--- src/rtl/vc_queue_mux_if.sv ---
// rtl/vc_queue_mux_if.sv - push/grant/output handshake bundle for vc_queue_mux
interface vc_queue_mux_if #(
    parameter int DATA_W = 8
);
    logic [3:0]          push;
    logic [4*DATA_W-1:0] data_in;
    logic [3:0]          grant;
    logic                ready_in;
    logic [3:0]          full;
    logic [3:0]          empty;
    logic [DATA_W-1:0]   data_out;
    logic [1:0]          vc_out;
    logic                valid_out;
    logic                grant_err;
    logic [7:0]          drop_cnt;

    modport master (
        output push, data_in, grant, ready_in,
        input  full, empty, data_out, vc_out, valid_out, grant_err, drop_cnt
    );

    modport slave (
        input  push, data_in, grant, ready_in,
        output full, empty, data_out, vc_out, valid_out, grant_err, drop_cnt
    );
endinterface

--- src/rtl/vc_queue_mux.sv ---
// rtl/vc_queue_mux.sv - four per-VC FIFOs popped by one-hot grant into a registered output stage; optional drop counter under VC_MUX_STATS_EN
module vc_queue_mux #(
    parameter int DATA_W = 8,
    parameter int DEPTH  = 4,
    parameter int ADDR_W = 2
) (
    input  logic               clk,
    input  logic               reset,
    vc_queue_mux_if.slave      bus
);
    localparam int CW = ADDR_W + 1;

    logic [DATA_W-1:0] mem [4][DEPTH];
    logic [ADDR_W-1:0] wr_ptr [4];
    logic [ADDR_W-1:0] rd_ptr [4];
    logic [CW-1:0]     cnt [4];

    logic [3:0]        full_w;
    logic [3:0]        empty_w;
    logic [3:0]        push_ok;
    logic [3:0]        pop;
    logic              load;
    logic              grant_multi;
    logic              grant_onehot;
    logic [DATA_W-1:0] head_data;
    logic [1:0]        head_vc;

    logic [DATA_W-1:0] data_q;
    logic [1:0]        vc_q;
    logic              valid_q;
    logic              grant_err_q;

    // Status comes straight from the registered counts, so it reflects the previous edge
    always_comb begin
        full_w  = '0;
        empty_w = '0;
        for (int i = 0; i < 4; i++) begin
            full_w[i]  = (cnt[i] == CW'(DEPTH));
            empty_w[i] = (cnt[i] == '0);
        end
    end

    // Accept/pop decisions; a full FIFO drops its push even if it pops this cycle
    always_comb begin
        load         = !valid_q || bus.ready_in;
        grant_multi  = (bus.grant & (bus.grant - 4'd1)) != 4'd0;
        grant_onehot = (bus.grant != 4'd0) && !grant_multi;
        push_ok      = bus.push & ~full_w;
        pop          = '0;
        for (int i = 0; i < 4; i++) begin
            pop[i] = load && grant_onehot && bus.grant[i] && !empty_w[i];
        end
    end

    // Head-of-line select for the granted VC
    always_comb begin
        head_data = '0;
        head_vc   = '0;
        for (int i = 0; i < 4; i++) begin
            if (bus.grant[i]) begin
                head_data = mem[i][rd_ptr[i]];
                head_vc   = 2'(i);
            end
        end
    end

    // Pointer and occupancy tracking per VC
    always_ff @(posedge clk or posedge reset) begin
        if (reset) begin
            for (int i = 0; i < 4; i++) begin
                wr_ptr[i] <= '0;
                rd_ptr[i] <= '0;
                cnt[i]    <= '0;
            end
        end else begin
            for (int i = 0; i < 4; i++) begin
                if (push_ok[i]) wr_ptr[i] <= wr_ptr[i] + ADDR_W'(1);
                if (pop[i])     rd_ptr[i] <= rd_ptr[i] + ADDR_W'(1);
                case ({push_ok[i], pop[i]})
                    2'b10:   cnt[i] <= cnt[i] + CW'(1);
                    2'b01:   cnt[i] <= cnt[i] - CW'(1);
                    default: cnt[i] <= cnt[i];
                endcase
            end
        end
    end

    // Payload storage; contents survive reset, only pointers are cleared
    always_ff @(posedge clk) begin
        for (int i = 0; i < 4; i++) begin
            if (push_ok[i]) mem[i][wr_ptr[i]] <= bus.data_in[i*DATA_W +: DATA_W];
        end
    end

    // Output stage: load on pop, clear valid after a transfer with no refill, hold under back-pressure
    always_ff @(posedge clk or posedge reset) begin
        if (reset) begin
            data_q      <= '0;
            vc_q        <= '0;
            valid_q     <= 1'b0;
            grant_err_q <= 1'b0;
        end else begin
            grant_err_q <= load && grant_multi;
            if (|pop) begin
                data_q  <= head_data;
                vc_q    <= head_vc;
                valid_q <= 1'b1;
            end else if (valid_q && bus.ready_in) begin
                valid_q <= 1'b0;
            end
        end
    end

`ifdef VC_MUX_STATS_EN
    logic [7:0] drop_q;
    logic [2:0] n_drop;
    logic [8:0] drop_sum;

    // Number of pushes rejected this cycle and the unsaturated running total
    always_comb begin
        n_drop = '0;
        for (int i = 0; i < 4; i++) begin
            n_drop = n_drop + {2'b00, bus.push[i] & full_w[i]};
        end
        drop_sum = {1'b0, drop_q} + {6'b000000, n_drop};
    end

    // Saturating drop counter, cleared only by reset
    always_ff @(posedge clk or posedge reset) begin
        if (reset) drop_q <= '0;
        else       drop_q <= drop_sum[8] ? 8'hFF : drop_sum[7:0];
    end

    assign bus.drop_cnt = drop_q;
`else
    assign bus.drop_cnt = 8'h00;
`endif

    assign bus.full      = full_w;
    assign bus.empty     = empty_w;
    assign bus.data_out  = data_q;
    assign bus.vc_out    = vc_q;
    assign bus.valid_out = valid_q;
    assign bus.grant_err = grant_err_q;
endmodule

--- src/flat_wrapper.sv ---
// flat-port wrapper written by rule: the top's interface ports become plain ports
module vc_queue_mux_flat 
#(
    parameter int DATA_W = 8,
    parameter int DEPTH  = 4,
    parameter int ADDR_W = 2
)
  (clk, reset, bus_push, bus_data_in, bus_grant, bus_ready_in, bus_full, bus_empty, bus_data_out, bus_vc_out, bus_valid_out, bus_grant_err, bus_drop_cnt);
  vc_queue_mux_if #(.DATA_W(DATA_W)) bus_i ();
  input  logic clk;
  input  logic reset;
  input wire logic [$bits(bus_i.push)-1:0] bus_push;
  input wire logic [$bits(bus_i.data_in)-1:0] bus_data_in;
  input wire logic [$bits(bus_i.grant)-1:0] bus_grant;
  input wire logic [$bits(bus_i.ready_in)-1:0] bus_ready_in;
  output wire logic [$bits(bus_i.full)-1:0] bus_full;
  output wire logic [$bits(bus_i.empty)-1:0] bus_empty;
  output wire logic [$bits(bus_i.data_out)-1:0] bus_data_out;
  output wire logic [$bits(bus_i.vc_out)-1:0] bus_vc_out;
  output wire logic [$bits(bus_i.valid_out)-1:0] bus_valid_out;
  output wire logic [$bits(bus_i.grant_err)-1:0] bus_grant_err;
  output wire logic [$bits(bus_i.drop_cnt)-1:0] bus_drop_cnt;
  assign bus_i.push = bus_push;
  assign bus_i.data_in = bus_data_in;
  assign bus_i.grant = bus_grant;
  assign bus_i.ready_in = bus_ready_in;
  assign bus_full = bus_i.full;
  assign bus_empty = bus_i.empty;
  assign bus_data_out = bus_i.data_out;
  assign bus_vc_out = bus_i.vc_out;
  assign bus_valid_out = bus_i.valid_out;
  assign bus_grant_err = bus_i.grant_err;
  assign bus_drop_cnt = bus_i.drop_cnt;
  vc_queue_mux #(.DATA_W(DATA_W), .DEPTH(DEPTH), .ADDR_W(ADDR_W)) u_core (.clk(clk), .reset(reset), .bus(bus_i));
endmodule
--- config.mk ---
export PLATFORM = sky130hd
export DESIGN_NAME = vc_queue_mux_flat
export DESIGN_NICKNAME = d
export VERILOG_FILES = /design/src/rtl/vc_queue_mux_if.sv /design/src/rtl/vc_queue_mux.sv /design/src/flat_wrapper.sv
export SDC_FILE = /design/constraint.sdc
export NUM_CORES = 1
export LEC_CHECK = 0
export BUFFER_PORTS_ARGS = -buffer_cell sky130_fd_sc_hd__buf_2
export CORE_MARGIN = 10
export CORE_UTILIZATION = 53
export DETAILED_ROUTE_END_ITERATION = 6
export PLACE_DENSITY = 0.76
export SLEW_MARGIN = 5
export SYNTH_ARGS = -nofsm -noshare
export SYNTH_HDL_FRONTEND = slang
export SYNTH_SLANG_ARGS = --single-unit
--- constraint.sdc ---
create_clock -name clk -period 2.3 [get_ports clk]
set_clock_uncertainty 0.05 [all_clocks]
set_input_delay 0.23 -clock clk [delete_from_list [all_inputs] [get_ports clk]]
set_output_delay 0.23 -clock clk [all_outputs]
set_load 0.05 [all_outputs]
* Word-level counts from Yosys, hierarchy flattened
Memories as Yosys holds them, arrays and structs flattened.
Index checks and enable logic that the tools add are counted.
Widths: inputs -> output; s select.
** Storage, ports and cells
- Input port bits :: 43
- Memories kept :: 1
- Output and inout bits :: 28
- Memory bits (writable) :: 128
- Flip-flop bits (word level) :: 40
** Memories
- u_core.mem :: depth 4, width 32, read ports 4, clocked after memory_dff 0, write ports 4, line vc_queue_mux.sv:13 : logic [DATA_W-1:0] mem [4][DEPTH];
** Operators by class
- Reduce and logical (&&, ||, !) cells :: 35
- $lt $le $gt $ge :: 12
- Mux-type cells :: 41
- Bitwise logic cells :: 11
- Equal/unequal tests :: 12
- $add $sub $neg :: 17
** Operators by type and width (count)
- $mux 32 :: 4
- $mux 8 :: 16
- $bmux 8 s2 :: 4
- $demux 8 s2 :: 4
- $ge 3x3->1 const B :: 8
- $not 2->3 :: 8
- $pmux 3 s2 :: 4
- $add 2x1->2 const B :: 8
- $logic_and 1x1->1 :: 16
- $add 3x1->3 const B :: 4
- $eq 3x3->1 const B :: 4
- $logic_not 3->1 :: 4
- $lt 3x1->1 const B :: 4
- $sub 3x1->3 const B :: 4
- $reduce_bool 2->1 :: 5
- $and 4x4->4 :: 2
- $eq 2x1->1 const B :: 4
- $eq 2x2->1 const B :: 4
- $reduce_bool 4->1 :: 2
- $mux 1 :: 7
- $logic_not 1->1 :: 6
- $mux 2 :: 2
- $not 4->4 :: 1
- $reduce_or 4->1 :: 1
- 2 further kinds :: 2

* Longest topological paths before layout
Gate-level depths: netlist of the first run.
- Depth after elaboration :: 10
- Mapped depth :: 11
- Gate-level depth less buffers :: 10

* Least setup slack after synthesis of the first run
OpenSTA, ideal clock, no wires.
- Kind :: reg-to-reg
- From :: register u_core.cnt[3] in the netlist's numbering
- To :: register u_core.cnt[5] in the netlist's numbering
- Path slack :: -554 ps
- Setup time :: 125 ps
- Clock period less this slack :: 2854 ps
- Buffers on the path :: 0
- Arrival :: 2679 ps
- Required time :: 2125 ps
- Cell stages (with the launch flop) :: 9
- Cells stage by stage :: dfrtp_1 nor3_1 nor4_1 ha_1 inv_1 fa_1 xor2_1 nor2_1 xor2_1
** Between the ends
- Longest elaborated chain between the ends :: 5
- Elaborated cells on any way between the ends :: 12
** RTL lines
- start, declared :: line vc_queue_mux.sv:16 : logic [CW-1:0] cnt [4];
- start signal, assigned by index :: line vc_queue_mux.sv:80 : 2'b10: cnt[i] <= cnt[i] + CW'(1);
- start signal, assigned by index :: line vc_queue_mux.sv:81 : 2'b01: cnt[i] <= cnt[i] - CW'(1);
- start signal, assigned by index :: line vc_queue_mux.sv:82 : default: cnt[i] <= cnt[i];
- $logic_not 3->1 (*) :: line vc_queue_mux.sv:39 : empty_w[i] = (cnt[i] == '0);
- named net bus_empty[2] :: line flat_wrapper.sv:17 : output wire logic [$bits(bus_i.empty)-1:0] bus_empty;
- $logic_not 1->1 (*) :: line vc_queue_mux.sv:51 : pop[i] = load && grant_onehot && bus.grant[i] && !empty_w[i];
- $logic_and 1x1->1 (*) :: line vc_queue_mux.sv:51
- named net u_core.pop[2] :: line vc_queue_mux.sv:21 : logic [3:0] pop;
- $eq 2x1->1 / $eq 2x2->1 (equally long branches) :: line vc_queue_mux.sv:79 : case ({push_ok[i], pop[i]})
- $pmux 3 s2 / $reduce_bool 2->1 (equally long branches)
Mark *: on every way through the listed nets, which the timed path passes. The rest lies on a longest branch.
A chain may end at the register's enable or synchronous reset.

* Worst setup path after layout of the first run
- From :: register u_core.valid_q (netlist: u_core.bus.valid_out)
- To :: register u_core.cnt[8] in the netlist's numbering
** Between the ends
- Longest elaborated chain between the ends :: 7
- Elaborated cells on any way between the ends :: 9
** RTL lines
- start, declared :: line vc_queue_mux.sv:30 : logic valid_q;
- start signal, assigned :: line vc_queue_mux.sv:100 : valid_q <= 1'b0;
- start signal, assigned :: line vc_queue_mux.sv:107 : valid_q <= 1'b1;
- start signal, assigned :: line vc_queue_mux.sv:109 : valid_q <= 1'b0;
- $logic_not 1->1 (*) :: line vc_queue_mux.sv:45 : load = !valid_q || bus.ready_in;
- $logic_or 1x1->1 (*) :: line vc_queue_mux.sv:45
- $logic_and 1x1->1 (*) (3 in series) :: line vc_queue_mux.sv:51
- named net u_core.pop[1] :: line vc_queue_mux.sv:21
- $eq 2x1->1 / $eq 2x2->1 (equally long branches) :: line vc_queue_mux.sv:79
- $pmux 3 s2 / $reduce_bool 2->1 (equally long branches)
Marked as above.

==> results.txt, run 1 <==
I/O Buffers -> 62
Final Non-Filler Cells -> 744
Hold Worst Slack -> 97.3 ps
CP required -> 2590 ps
number of diodes -> 0
Slew headroom -> 27.5%
total core area -> 13200 µm²
H-tree levels -> 4
number of vias per cell -> 5.43
Critical Path End Type -> register
Post-DRT Antenna Nets -> 0
sequential share of power -> 42.4%
cell taking the most area after synthesis -> edfxtp_1
most frequent cell after synthesis -> edfxtp_1
syn_area_per_cell -> 17.1 µm²
vias in the first global route -> 4256
async set or reset register ratio after synthesis -> 23.8%
period utilization -> 96.7%
initial antenna violation count -> 1
Skew-Pair Late Insertion Delay -> 420 ps
Final min period -> 2220 ps
dpl cells -> 676
Detail Placement HPWL -> 10.3 mm
Initial Utilization -> 54.2%
site row count -> 42
# nets final -> 622
Die ar. -> 18600 µm²
Startpoint Class -> register
Max IR drop VDD -> 754 µV
max-cap viol count -> 0
final setup vio count -> 0
Sw Ratio -> 33.9%
routed wire length -> 14.8 mm
Internal Power -> 7.28 mW
FMAX -> 450 MHz
HP Class -> in2reg
Yosys top cell area share -> 53.5%
largest net degree at the start of global routing -> 30
Clock power frac -> 24.9%
routed len/inst -> 19.9 µm
critical path arrival -> 2510 ps
fillers -> 912
CTS tree -> done
synthesis-to-finish area growth -> 23.9%
clk root buf -> clkbuf_16
Tot GR Track Use -> 16.9%
Seq cells post-synth -> 168
total gr overflow -> 0
clock slew at the register clock pins of the worst setup and hold paths -> 60 ps
number of detailed-route iterations in the first pass -> 6
Slew Viols, Final -> 0
Distinct cells, synth -> 44
Residual DRC -> 0
Psw -> 3.73 mW
combinational share of power -> 32.6%
crit path kind -> reg2reg
share of layout cells above drive strength 1 -> 34.5%
first-pass GRT wire length -> 23.6 mm
clk sinks -> 168
Iteration-0 DRC Markers -> 324
register-to-register setup slack -> 80 ps
Mapped Area -> 7180 µm²
TritonCTS Buffers -> 17
Die Ht -> 136 µm
critical path fanouts, max -> 5
sequential share of the synthesized area -> 67.5%
Static Leak -> 3.44 nW
Area contributors post-synth -> edfxtp_1 (54%), dfrtp_1 (14%), mux4_2 (10%)
gpl congestion -> 0.820
Post-synth top cells -> edfxtp_1 (128), dfrtp_1 (40), mux4_2 (32)
YS warnings -> 0
status -> completed
Hold Vio Cnt, Final -> 0
post-route setup TNS -> 0 ps
die extent in x -> 136 µm
IO Pins -> 71
Clock Path Buffers -> 2
vias -> 4041
power per cell area -> 1240 nW/µm²
Post-synth EDFFs -> 128
ys flop type -> edfxtp_1
pre-CTS setup slack -> -141 ps
Post-Synthesis Cells -> 419
Worst-Margin Slew -> 1080 ps
worst setup margin -> 75.9 ps
## metal layers
metal	up-vias	GRT usage, %	wire, µm
met5	-	0	18
met1	2056	21.1	5930
met3	17	5.02	920
met4	2	6.15	227
met2	118	27.5	7680
li1	1848	-	-
## sequential cells by signal (all words and copies together), names as in the netlist
| register | flops |
|---|---|
| u_core.cnt | 12 |
| u_core.rd_ptr | 8 |
| u_core.bus.valid_out | 1 |
| u_core.bus.vc_out | 2 |
| u_core.bus.grant_err | 1 |
| u_core.mem | 128 |
| u_core.wr_ptr | 8 |
| u_core.bus.data_out | 8 |
## cell type report
| class | instances | area [µm²] | area share, % |
|---|---|---|---|
| multi-input combinational | 208 | 2200 | 24.8 |
| sequential | 168 | 4850 | 54.5 |
| tap | 176 | 220 | 2.48 |
| inverter | 26 | 97.6 | 1.10 |
| timing repair buffer | 134 | 950 | 10.7 |
| clock buffer | 17 | 425 | 4.78 |
| clock inverter | 15 | 151 | 1.70 |
## repair_timing
| action | CTS | global route |
|---|---|---|
| setup endpoints to repair | 2 | 3 |
| resized for setup | 1 | 5 |
| setup buffers | 1 | 2 |
| hold endpoints to repair | 155 | 0 |
| pin swaps | 1 | 9 |
| hold buffers | 33 | 0 |
## worst paths after layout
| kind | start | to | depth (start not counted) |
|---|---|---|---|
| setup / recovery | u_core.bus.valid_out$_DFFE_PP0P_ | u_core.cnt[8]$_DFFE_PP0P_ | 10 |
| hold / removal | bus_ready_in | u_core.bus.valid_out$_DFFE_PP0P_ | 3 |
| setup reg to reg | u_core.bus.valid_out$_DFFE_PP0P_ | u_core.cnt[8]$_DFFE_PP0P_ | 10 |
| hold reg to reg | u_core.bus.data_out[5]$_DFFE_PP0P_ | u_core.bus.data_out[5]$_DFFE_PP0P_ | 1 |
| max in group asynchronous | reset | u_core.bus.valid_out$_DFFE_PP0P_ | 4 |
| min in group asynchronous | reset | u_core.wr_ptr[6]$_DFFE_PP0P_ | 3 |
## kinds of logic (layout without fill, tap and decap cells)
logic type      count (synthesis)  after routing  synth area share [%]
buf+inv                        50            192                  3.26
xor+xnor                       25             25                  3.05
simple gates                   73             73                  6.27
mux                            44             44                  11.9
compound gates                 33             33                  3.28
flops                         168            168                  67.5
fa+ha+maj                      25             25                  4.74
other cells                     1              8                0.0522
## layout by cell type (no fill, tap or decap), types with 2 or more instances in the layout
| cell type | synthesis | final |
|---|---|---|
| dlygate4sd3_1 | 0 | 33 |
| inv_1 | 26 | 22 |
| xnor2_1 | 10 | 10 |
| a22o_1 | 3 | 3 |
| and3_1 | 4 | 3 |
| a21oi_1 | 4 | 4 |
| clkbuf_16 | 0 | 17 |
| a22oi_1 | 8 | 8 |
| bufinv_16 | 0 | 2 |
| xor2_1 | 15 | 15 |
| inv_6 | 0 | 3 |
| edfxtp_1 | 128 | 128 |
| conb_1 | 1 | 8 |
| nor3_4 | 1 | 4 |
| ha_2 | 0 | 3 |
| clkinv_4 | 0 | 3 |
| buf_4 | 8 | 37 |
| and2_1 | 16 | 16 |
| clkinvlp_4 | 0 | 3 |
| nand2_1 | 12 | 12 |
| inv_2 | 0 | 3 |
| nor2b_1 | 10 | 9 |
| buf_2 | 7 | 62 |
| dfrtp_1 | 40 | 39 |
| o21ai_0 | 4 | 4 |
| nor4_1 | 4 | 3 |
| mux2i_1 | 3 | 3 |
| fa_2 | 0 | 3 |
| nor3_1 | 7 | 5 |
| nor4b_2 | 3 | 3 |
| o211ai_1 | 6 | 6 |
| mux4_2 | 32 | 32 |
| ha_1 | 20 | 17 |
| nor2_1 | 7 | 7 |
| o31ai_2 | 0 | 3 |
| clkinv_1 | 0 | 4 |
| mux2_2 | 9 | 9 |
## power by group through the flow
stage | registers, mW | clock network, mW | logic, mW
floorplan | 4.75 | 0 | 2.41
global placement | 4.65 | 0 | 3.46
detailed placement | 4.70 | 0 | 3.56
CTS | 4.65 | 2.79 | 3.63
global route | 4.76 | 2.92 | 3.91
finish | 4.67 | 2.75 | 3.60
## through the flow
step | power [mW] | utilization [%] | instance area (µm²)
after detailed placement | 8.27 | 60.0 | 7940
after CTS | 11.1 | 66.9 | 8860
after floorplan | 7.16 | - | 7270
after global placement | 8.10 | 60.0 | 7940
final | 11.0 | 67.2 | 8890
after global routing | 11.6 | 67.2 | 8890
## worst max-delay path, cell delays in order, from the launching register on
cell	delay, ps
dfrtp_2	390
nor2b_4	150
or2_4	240
buf_6	150
nor3_4	140
ha_2	220
inv_2	40
fa_2	320
xor2_1	140
nor2_1	130
xor2_1	170
(Power assumes the default switching activity.)
==> run 2: changes to the inputs <==
--- a/config.mk
+++ b/config.mk
@@ -9,7 +9,8 @@
 export CORE_MARGIN = 10
 export CORE_UTILIZATION = 53
 export DETAILED_ROUTE_END_ITERATION = 6
-export PLACE_DENSITY = 0.76
+export GPL_ROUTABILITY_DRIVEN = 0
+export PLACE_DENSITY = 0.78
 export SLEW_MARGIN = 5
 export SYNTH_ARGS = -nofsm -noshare
 export SYNTH_HDL_FRONTEND = slang
==> run 2 against run 1 <==
Net effect: combinational power is essentially flat; flip-flop and latch count unchanged; core utilization grew 0.15 points; sequential power is 2% higher; total power is 0.37% higher; worst hold slack improved by 140 ps; first-iteration DRC count up 4.0%; routed wire length is 2.5% higher.
==> results.txt, run 2 (synthesis gave the netlist of run 1 again) <==
die extent in x -> 136 µm (unchanged)
TritonCTS Buffers -> 17 (unchanged)
critical path arrival -> 2550 ps (was 2510 ps)
first-pass GRT wire length -> 24.0 mm (was 23.6 mm)
Psw -> 3.79 mW (was 3.73 mW)
clock slew at the register clock pins of the worst setup and hold paths -> 60 ps (about the same)
Sw Ratio -> 34.2% (was 33.9%)
H-tree levels -> 4 (unchanged)
Critical Path Start -> u_core.bus.valid_out$_DFFE_PP0P_ (unchanged)
Post-DRT Antenna Nets -> 0 (unchanged)
max FFs per register -> 128 (unchanged)
met3 Resource Use GR -> 5.17% (was 5.02%)
vias in the first global route -> 4426 (was 4256)
Worst R2R Start -> u_core.bus.valid_out$_DFFE_PP0P_ (unchanged)
critical path fanouts, max -> 3 (was 5)
status -> completed (unchanged)
Slowest cell on crit path -> dfrtp_2 (unchanged)
Residual DRC -> 0 (unchanged)
FMAX -> 443 MHz (was 450 MHz)
CP required -> 2600 ps (was 2590 ps)
final setup vio count -> 0 (unchanged)
met1 Usage GRT -> 21.1% (about the same)
Hold Vio Cnt, Final -> 0 (unchanged)
Detail Placement HPWL -> 10.7 mm (was 10.3 mm)
combinational share of power -> 32.4% (was 32.6%)
GRT met2 Usage -> 27.7% (was 27.5%)
I/O Buffers -> 62 (unchanged)
routed wire length -> 15.1 mm (was 14.8 mm)
Iteration-0 DRC Markers -> 337 (was 324)
Skew-Pair Late Insertion Delay -> 430 ps (was 420 ps)
max incr delay on CP -> 400 ps (was 390 ps)
Worst-Margin Slew -> 552 ps (was 1080 ps)
Tot GR Track Use -> 17.3% (was 16.9%)
most frequent cells in the layout -> edfxtp_1 (128), buf_2 (62), dfrtp_1 (39), buf_4 (38), dlygate4sd3_1 (33) (was edfxtp_1 (128), buf_2 (62), dfrtp_1 (39), buf_4 (37), dlygate4sd3_1 (33))
global route hottest layer -> met2 (unchanged)
CTS tree -> done (unchanged)
power per cell area -> 1240 nW/µm² (about the same)
clk sinks -> 168 (unchanged)
total power -> 11.1 mW (was 11.0 mW)
dpl cells -> 676 (unchanged)
Die Ht -> 136 µm (unchanged)
vias -> 4090 (was 4041)
Hold Startpoint -> bus_ready_in (unchanged)
Startpoint Class -> register (unchanged)
Clock power frac -> 24.7% (was 24.9%)
Critical Path End Type -> register (unchanged)
total core area -> 13200 µm² (unchanged)
R2R depth -> 10 (unchanged)
sequential share of power -> 42.9% (was 42.4%)
Final Non-Filler Cells -> 746 (was 744)
fillers -> 886 (was 912)
number of detailed-route iterations in the first pass -> 5 (was 6)
routed len/inst -> 20.3 µm (was 19.9 µm)
# nets final -> 623 (was 622)
HP Class -> in2reg (unchanged)
crit path kind -> reg2reg (unchanged)
total gr overflow -> 0 (unchanged)
site row count -> 42 (unchanged)
synthesis-to-finish area growth -> 24.2% (was 23.9%)
CP dominant cell by count -> xor2_1 (unchanged)
Internal Power -> 7.27 mW (was 7.28 mW)
Slew Viols, Final -> 0 (unchanged)
IO Pins -> 71 (unchanged)
Initial Utilization -> 54.2% (unchanged)
Die ar. -> 18600 µm² (unchanged)
Slew headroom -> 63.2% (was 27.5%)
max-cap viol count -> 0 (unchanged)
clk root buf -> clkbuf_16 (unchanged)
number of vias per cell -> 5.48 (was 5.43)
largest net degree at the start of global routing -> 41 (was 30)
period utilization -> 98.2% (was 96.7%)
share of layout cells above drive strength 1 -> 35.3% (was 34.5%)
Max IR drop VDD -> 745 µV (was 754 µV)
hold path depth -> 4 (was 3)
initial antenna violation count -> 2 (was 1)
leading cell type in the layout, fill and taps excluded -> edfxtp_1 (unchanged)
Final min period -> 2260 ps (was 2220 ps)
worst path cell trace -> nor2b_4, or2_4, buf_6, nor3_4, ha_2, inv_2, fa_2, xor2_1, nor2_1, xor2_1 (unchanged)
Clock Path Buffers -> 2 (unchanged)
Static Leak -> 3.44 nW (about the same)
run 2: cell count changes in the layout (fill, tap and decap cells not counted), sizes merged:
cell      before  now
diode          0    1
bufinv         2    1
clkinvlp       3    4
clkbuf        17   20
inv           28   29
buf          101  102
clkinv         8    4
run 2: worst paths after layout:
kind / endpoint / slack [ps]
worst max-delay path: u_core.cnt[2]$_DFFE_PP0P_ / 40
worst min-delay path: u_core.bus.valid_out$_DFFE_PP0P_ / 240
worst max register to register: u_core.cnt[2]$_DFFE_PP0P_ / 40
worst min register to register: u_core.bus.vc_out[1]$_DFFE_PP0P_ / 450
max in group asynchronous: u_core.bus.valid_out$_DFFE_PP0P_ / 1370
min in group asynchronous: u_core.wr_ptr[7]$_DFFE_PP0P_ / 410
run 2: area by class of cell:
cell class / count / area [µm²] / area share (%)
multi-input combinational: 208 / 2220 / 24.9
antenna: 1 / 2.50 / 0.0281
tap: 176 / 220 / 2.47
clock buffer: 20 / 457 / 5.12
timing repair buffer: 135 / 957 / 10.7
sequential: 168 / 4850 / 54.4
clock inverter: 12 / 116 / 1.31
inverter: 26 / 97.6 / 1.09
run 2: metrics by stage:
| step | hold slack (ps) | setup slack (ps) | area [µm²] | util, % | TNS, ps |
|---|---|---|---|---|---|
| floorplan | 279 | -44.1 | 7270 | - | -82.0 |
| global placement | 332 | -87.0 | 7940 | 60.0 | -222 |
| detailed placement | 336 | -157 | 7940 | 60.0 | -564 |
| CTS | 202 | 0.226 | 8850 | 66.9 | 0 |
| global route | 229 | -48.0 | 8910 | 67.3 | -48.0 |
| finish | 237 | 41.9 | 8910 | 67.3 | 0 |
run 2: repair_timing:
item / in CTS / in global routing
hold endpoints to repair: 168 / 0
setup endpoints to repair: 3 / 7
pin swaps: 4 / 9
hold buffers: 33 / 0
resized for setup: 1 / 8
buffers inserted: 1 / 3
run 2: routing by layer:
metal	up-vias	part of all wire, %
met4	2	3.1
met2	146	50
met5	-	0.086
met3	41	6.1
met1	2060	40
li1	1841	-
run 2: worst max-delay path, delay by kind of cell, from the launching register on:
family / cells / cell delay [ps]
xor gates and xnor gates: 2 / 330
adders and majority gates: 2 / 550
buffers and inverters: 2 / 180
DFF: 1 / 400
and+or+nand+nor: 4 / 670
run 2: power by group through the flow:
stage               sequential [mW]  combinational, mW  clock, mW
global route                   4.83               3.88       2.90
global placement               4.71               3.36          0
floorplan                      4.75               2.41          0
CTS                            4.73               3.58       2.76
detailed placement             4.78               3.51          0
finish                         4.75               3.58       2.73
